## config.mk

```make
export PLATFORM = sky130hd
export DESIGN_NAME = gnrc_slot_alloc
export DESIGN_NICKNAME = d
export VERILOG_FILES = /design/src/rtl/gnrc_slot_alloc.sv
export SDC_FILE = /design/constraint.sdc
export NUM_CORES = 1
export LEC_CHECK = 0
export ABC_AREA = 1
export CAP_MARGIN = 30
export CORE_ASPECT_RATIO = 0.5
export CORE_MARGIN = 3
export CORE_UTILIZATION = 50
export DETAILED_ROUTE_END_ITERATION = 6
export PLACE_DENSITY = 0.87
export SLEW_MARGIN = 20
export SYNTH_ARGS = -nofsm -noshare
export SYNTH_HDL_FRONTEND = slang
export SYNTH_SLANG_ARGS = --single-unit
```

## constraint.sdc

```tcl
create_clock -name clk_i -period 2.7 [get_ports clk_i]
set_clock_uncertainty 0.1 [all_clocks]
set_input_delay 0.405 -clock clk_i [delete_from_list [all_inputs] [get_ports clk_i]]
set_output_delay 0.405 -clock clk_i [all_outputs]
set_load 0.05 [all_outputs]
```

## src/rtl/gnrc_slot_alloc.sv

```systemverilog
// gnrc_slot_alloc: registered bitmap slot allocator.
// A used/free bitmap is searched for the lowest free slot. That slot is
// pre-loaded into an output register, marked used at the same time, and
// offered on a valid/ready handshake. A released slot re-enters the pool
// on the following cycle, because the search only ever reads the
// registered bitmap.

// gnrc_lzc_bin: binary zero counter with an empty flag.
// MODE = 0 counts trailing zeros, which gives the index of the lowest set
// bit. MODE = 1 counts leading zeros. When the input is all zero, cnt_o
// reads 0 and empty_o is raised.
module gnrc_lzc_bin #(
  parameter int unsigned WIDTH = 8,
  parameter bit          MODE  = 1'b0,
  localparam int unsigned CNT_W = (WIDTH > 1) ? $clog2(WIDTH) : 1
) (
  input  logic [WIDTH-1:0] in_i,
  output logic [CNT_W-1:0] cnt_o,
  output logic             empty_o
);

  // Priority scan. The last matching bit seen wins, so the loop direction
  // selects either the lowest or the highest set bit.
  always_comb begin
    cnt_o   = '0;
    empty_o = (in_i == '0);
    if (MODE == 1'b0) begin
      for (int i = WIDTH - 1; i >= 0; i--) begin
        if (in_i[i]) begin
          cnt_o = CNT_W'(i);
        end
      end
    end else begin
      for (int i = 0; i < WIDTH; i++) begin
        if (in_i[i]) begin
          cnt_o = CNT_W'(WIDTH - 1 - i);
        end
      end
    end
  end

endmodule

module gnrc_slot_alloc #(
  parameter int unsigned NUM_SLOTS = 16,
  localparam int unsigned IDX_WIDTH = $clog2(NUM_SLOTS),
  localparam int unsigned CNT_WIDTH = $clog2(NUM_SLOTS + 1)
) (
  input  logic                 clk_i,
  input  logic                 rst_i,
  output logic                 alloc_valid_o,
  input  logic                 alloc_ready_i,
  output logic [IDX_WIDTH-1:0] alloc_idx_o,
  input  logic                 free_valid_i,
  input  logic [IDX_WIDTH-1:0] free_idx_i,
  output logic [CNT_WIDTH-1:0] used_cnt_o,
  output logic                 full_o,
  output logic                 err_o
);

  localparam int unsigned EXT_SLOTS = 1 << IDX_WIDTH;
  localparam logic [NUM_SLOTS-1:0] ONE_HOT0 = NUM_SLOTS'(1);

  logic [NUM_SLOTS-1:0] used_q, used_d;
  logic                 out_valid_q, out_valid_d;
  logic [IDX_WIDTH-1:0] out_idx_q, out_idx_d;
  logic [CNT_WIDTH-1:0] cnt_q, cnt_d;
  logic                 err_q, err_d;

  logic [IDX_WIDTH-1:0] search_idx;
  logic                 none;
  logic                 handshake;
  logic                 load;
  logic [EXT_SLOTS-1:0] used_ext;
  logic                 idx_in_range;
  logic                 rel_legal;
  logic                 rel_ok;
  logic [NUM_SLOTS-1:0] load_mask;
  logic [NUM_SLOTS-1:0] rel_mask;

  // Lowest free slot, looking only at the registered bitmap.
  gnrc_lzc_bin #(
    .WIDTH (NUM_SLOTS),
    .MODE  (1'b0)
  ) u_search (
    .in_i    (~used_q),
    .cnt_o   (search_idx),
    .empty_o (none)
  );

  // The bitmap is zero-padded up to a power of two. This lets an
  // out-of-range release index be looked up safely; it reads as free.
  always_comb begin
    used_ext                = '0;
    used_ext[NUM_SLOTS-1:0] = used_q;
  end

  // Handshake, load and release qualification. The pre-loaded slot is
  // already marked used, but the consumer does not own it yet, so it
  // cannot be released.
  always_comb begin
    handshake    = out_valid_q && alloc_ready_i;
    load         = (!out_valid_q || handshake) && !none;
    idx_in_range = ({1'b0, free_idx_i} < (IDX_WIDTH + 1)'(NUM_SLOTS));
    rel_legal    = idx_in_range && used_ext[free_idx_i] &&
                   !(out_valid_q && (free_idx_i == out_idx_q));
    rel_ok       = free_valid_i && rel_legal;
  end

  // Next-state computation. A load always targets a free bit and a release
  // always targets a used bit, so the two masks never overlap. The counter
  // can therefore add the load and subtract the release independently.
  always_comb begin
    load_mask   = load   ? (ONE_HOT0 << search_idx) : '0;
    rel_mask    = rel_ok ? (ONE_HOT0 << free_idx_i) : '0;
    used_d      = (used_q | load_mask) & ~rel_mask;
    cnt_d       = cnt_q + CNT_WIDTH'(load) - CNT_WIDTH'(rel_ok);
    out_valid_d = out_valid_q;
    out_idx_d   = out_idx_q;
    if (load) begin
      out_valid_d = 1'b1;
      out_idx_d   = search_idx;
    end else if (handshake) begin
      out_valid_d = 1'b0;
    end
    err_d = free_valid_i && !rel_legal;
  end

  // State registers. Reset is asynchronous and clears everything,
  // including any offer in flight.
  always_ff @(posedge clk_i or posedge rst_i) begin
    if (rst_i) begin
      used_q      <= '0;
      out_valid_q <= 1'b0;
      out_idx_q   <= '0;
      cnt_q       <= '0;
      err_q       <= 1'b0;
    end else begin
      used_q      <= used_d;
      out_valid_q <= out_valid_d;
      out_idx_q   <= out_idx_d;
      cnt_q       <= cnt_d;
      err_q       <= err_d;
    end
  end

  assign alloc_valid_o = out_valid_q;
  assign alloc_idx_o   = out_idx_q;
  assign used_cnt_o    = cnt_q;
  assign full_o        = (cnt_q == CNT_WIDTH'(NUM_SLOTS));
  assign err_o         = err_q;

endmodule

```

==> impl_metrics.tcl <==
set metrics [dict create \
    worst_pin_slew_ns 0.503 \
    nFillCells 250 \
    vias 1798 \
    finalCriticalPeriod_ns 2.56 \
    powerDensity_mw_per_mm2 1230 \
    maxSlewHeadroom_pct 66.3 \
    grt_pass1_vias 1647 \
    worst-path-buf-inv 4 \
    area_growth_pct 28.7 \
    diodes 0 \
    pin_count 20 \
    cp_slowest_cell "dfrtp_1" \
    holdWs_ns 0.338 \
    wl_per_cell_um 16.4 \
    vias_per_cell 5.71 \
    track_usage_pct 24.6 \
    drive_gt1_share_pct 31.5 \
    firstDrtPassIters 4 \
    numPortBuffers 19 \
    yosysSeqAreaShare_pct 38.0 \
    clock_tree.root_cell "clkbuf_8" \
    period_share_pct 94.7 \
    ir_drop_uv 747 \
    drtIter0Drc 263 \
    dp_hpwl_mm 3.88 \
    nets 283 \
    syn-num-nets 239 \
    ctsHoldBuffers 0 \
    ant_nets 0 \
    cts_inserted_buffers 3 \
    grt_max_degree 16 \
    cts.sink_count 27 \
    fin_setup_tns_ns 0 \
    synth-main-ff-cell "dfrtp_1" \
    p_leak_uw 0.00107 \
    ys_ff_latch 27 \
    hold_path_class "in2async" \
    setup.worst_path.class "reg2reg" \
    final_common_cell "nand2_1" \
    cpPeakStageDelay_ns 0.43 \
    avgSynthCellArea_um2 7.93 \
    initial_utilization_pct 55.7 \
    gp_congestion 0.995 \
    dieHeight_um 48.2 \
    synth_cells 224 \
    cp_data_required_time_ns 2.80 \
    grt_overflow 0 \
    end_kind "flip-flop" \
    drt_wl_total_mm 5.17 \
    rsz0062_at_grt "false" \
    cts.path.max_buffers 2 \
    crit_path_frequent_cell "inv_1" \
    core_area_mm2 0.00319 \
    worstPathMaxFanout 4 \
    max_clock_freq_ghz 0.391 \
    antenna_found_initial 0 \
    cts_tree "yes" \
    syn-cell-area_mm2 0.00178 \
    rows 14 \
    synth_edf_count 0 \
    hold_viol 0 \
    dp_worst_setup_slack_ns -0.621 \
    maxCapViolCount 0 \
    final_cell_mix "34 x nand2_1, 25 x inv_1, 23 x dfrtp_1, 22 x nor2_1, 22 x buf_4" \
    die_x_um 90.3 \
    arrival_ns 2.66 \
    crit_chain "inv_2, nor4_4, nand2_1, inv_1, nor2_1, nor2_2, ha_1, inv_1, ha_1, inv_1, fa_2, o21ai_2, xor2_1" \
    outcome "finished, final reports clean" \
    clock_latency_ns 0.28 \
    yosysWarningCount 0 \
    cp-start-kind "flip-flop" \
    drv_slew 0 \
    ys_async_sr_fraction_pct 100 \
    cp_top_family "adder cells" \
    dp_cells 309 \
    die-area_mm2 0.00435 \
    grt_first_pass_wirelength_mm 7.98 \
    drc 0 \
    clk_pin_slew_worst_paths_ns 0.09 \
    finalSetupViolCount 0 \
    stdcell_count 315 \
    htree_num_levels 1 \
    ys_types 37 \
    setup_slack_ns 0.143 \
]
==> where the power goes <==
part,switching (uW),total (uW),internal (uW)
combinational,1180,1800,619
sequential,190,786,596
clock,128,234,106
==> per-layer routing <==
| layer | wire [um] | GRT usage, % |
|---|---|---|
| met1 | 2220 | 30.0 |
| met2 | 2340 | 43.9 |
| met3 | 445 | 6.93 |
| met4 | 165 | 9.42 |
| met5 | 0 | 0 |
==> Yosys cell counts, types with 2 or more instances <==
library cell / number / share of area, %
nand2_1: 35 / 7.4
dfrtp_1: 27 / 38
inv_1: 26 / 5.5
nor2_1: 23 / 4.9
nand4_1: 12 / 4.2
inv_2: 11 / 2.3
a21oi_1: 9 / 2.5
nor3_1: 8 / 2.3
nand3_1: 7 / 2.0
ha_1: 6 / 4.2
nand2_2: 6 / 2.1
nor3_2: 6 / 3.4
o21ai_1: 6 / 1.7
o22ai_1: 5 / 1.8
a21oi_2: 4 / 2.0
o21ai_0: 4 / 1.1
buf_2: 3 / 0.84
xnor2_1: 3 / 1.5
nand3_2: 2 / 1.1
o2111ai_1: 2 / 0.99
o31a_1: 2 / 0.99
xor2_1: 2 / 0.99
==> path summary, 6_finish.rpt <==
path	slack, ns	start	cells past startpoint	endpoint
max	0.14	used_ext[9]$_DFF_PP0_	13	used_cnt_o[4]$_DFF_PP0_
min	0.34	rst_i	2	used_cnt_o[2]$_DFF_PP0_
max reg2reg	0.14	used_ext[9]$_DFF_PP0_	13	used_cnt_o[4]$_DFF_PP0_
min reg2reg	0.45	alloc_idx_o[0]$_DFFE_PP0P_	2	alloc_idx_o[0]$_DFFE_PP0P_
max in group asynchronous	1.59	rst_i	3	used_ext[14]$_DFF_PP0_
min in group clk_i	0.45	alloc_idx_o[0]$_DFFE_PP0P_	2	alloc_idx_o[0]$_DFFE_PP0P_
==> sequential cells by signal, summed over array words and instances (netlist names) <==
signal and cells:
used_cnt_o 5, err_o 1, alloc_valid_o 1, alloc_idx_o 4, used_ext 16
==> timing repair <==
action                     CTS  global route
buffers inserted             1             1
gates resized for setup      9            16
pin swaps                    2             4
setup endpoints to repair    3             3
==> worst register-to-register path, stage by stage (launching register included) <==
cell and delay [ns]:
dfrtp_1 0.43, inv_2 0.07, nor4_4 0.36, nand2_1 0.10, inv_1 0.08, nor2_1 0.06
nor2_2 0.13, ha_1 0.24, inv_1 0.06, ha_1 0.15, inv_1 0.05, fa_2 0.35
o21ai_2 0.15, xor2_1 0.16
==> metrics by stage <==
step	power (uW)	util [%]	instance area, um^2
after floorplan	1920	-	1780
after global placement	2410	68.2	2170
after detailed placement	2460	68.2	2170
after CTS	2730	70.3	2240
after global routing	3000	71.7	2290
final	2820	71.7	2290
==> layout make-up <==
type	instances	area, um^2	share of cell area [%]
multi-input cells	154	988	43.2
flip-flops and latches	27	681	29.8
repair buffers	42	358	15.7
inverters	40	154	6.73
well taps	48	60.1	2.63
clock buffers	4	45.0	1.97
==> cell families after synthesis <==
group	synth area share (%)
fa+ha+maj	5.35
simple gates	30.0
xor+xnor	2.47
flops	38.0
compound gates	14.6
buf+inv	9.51
No activity file was read; power rests on OpenSTA's default activity.
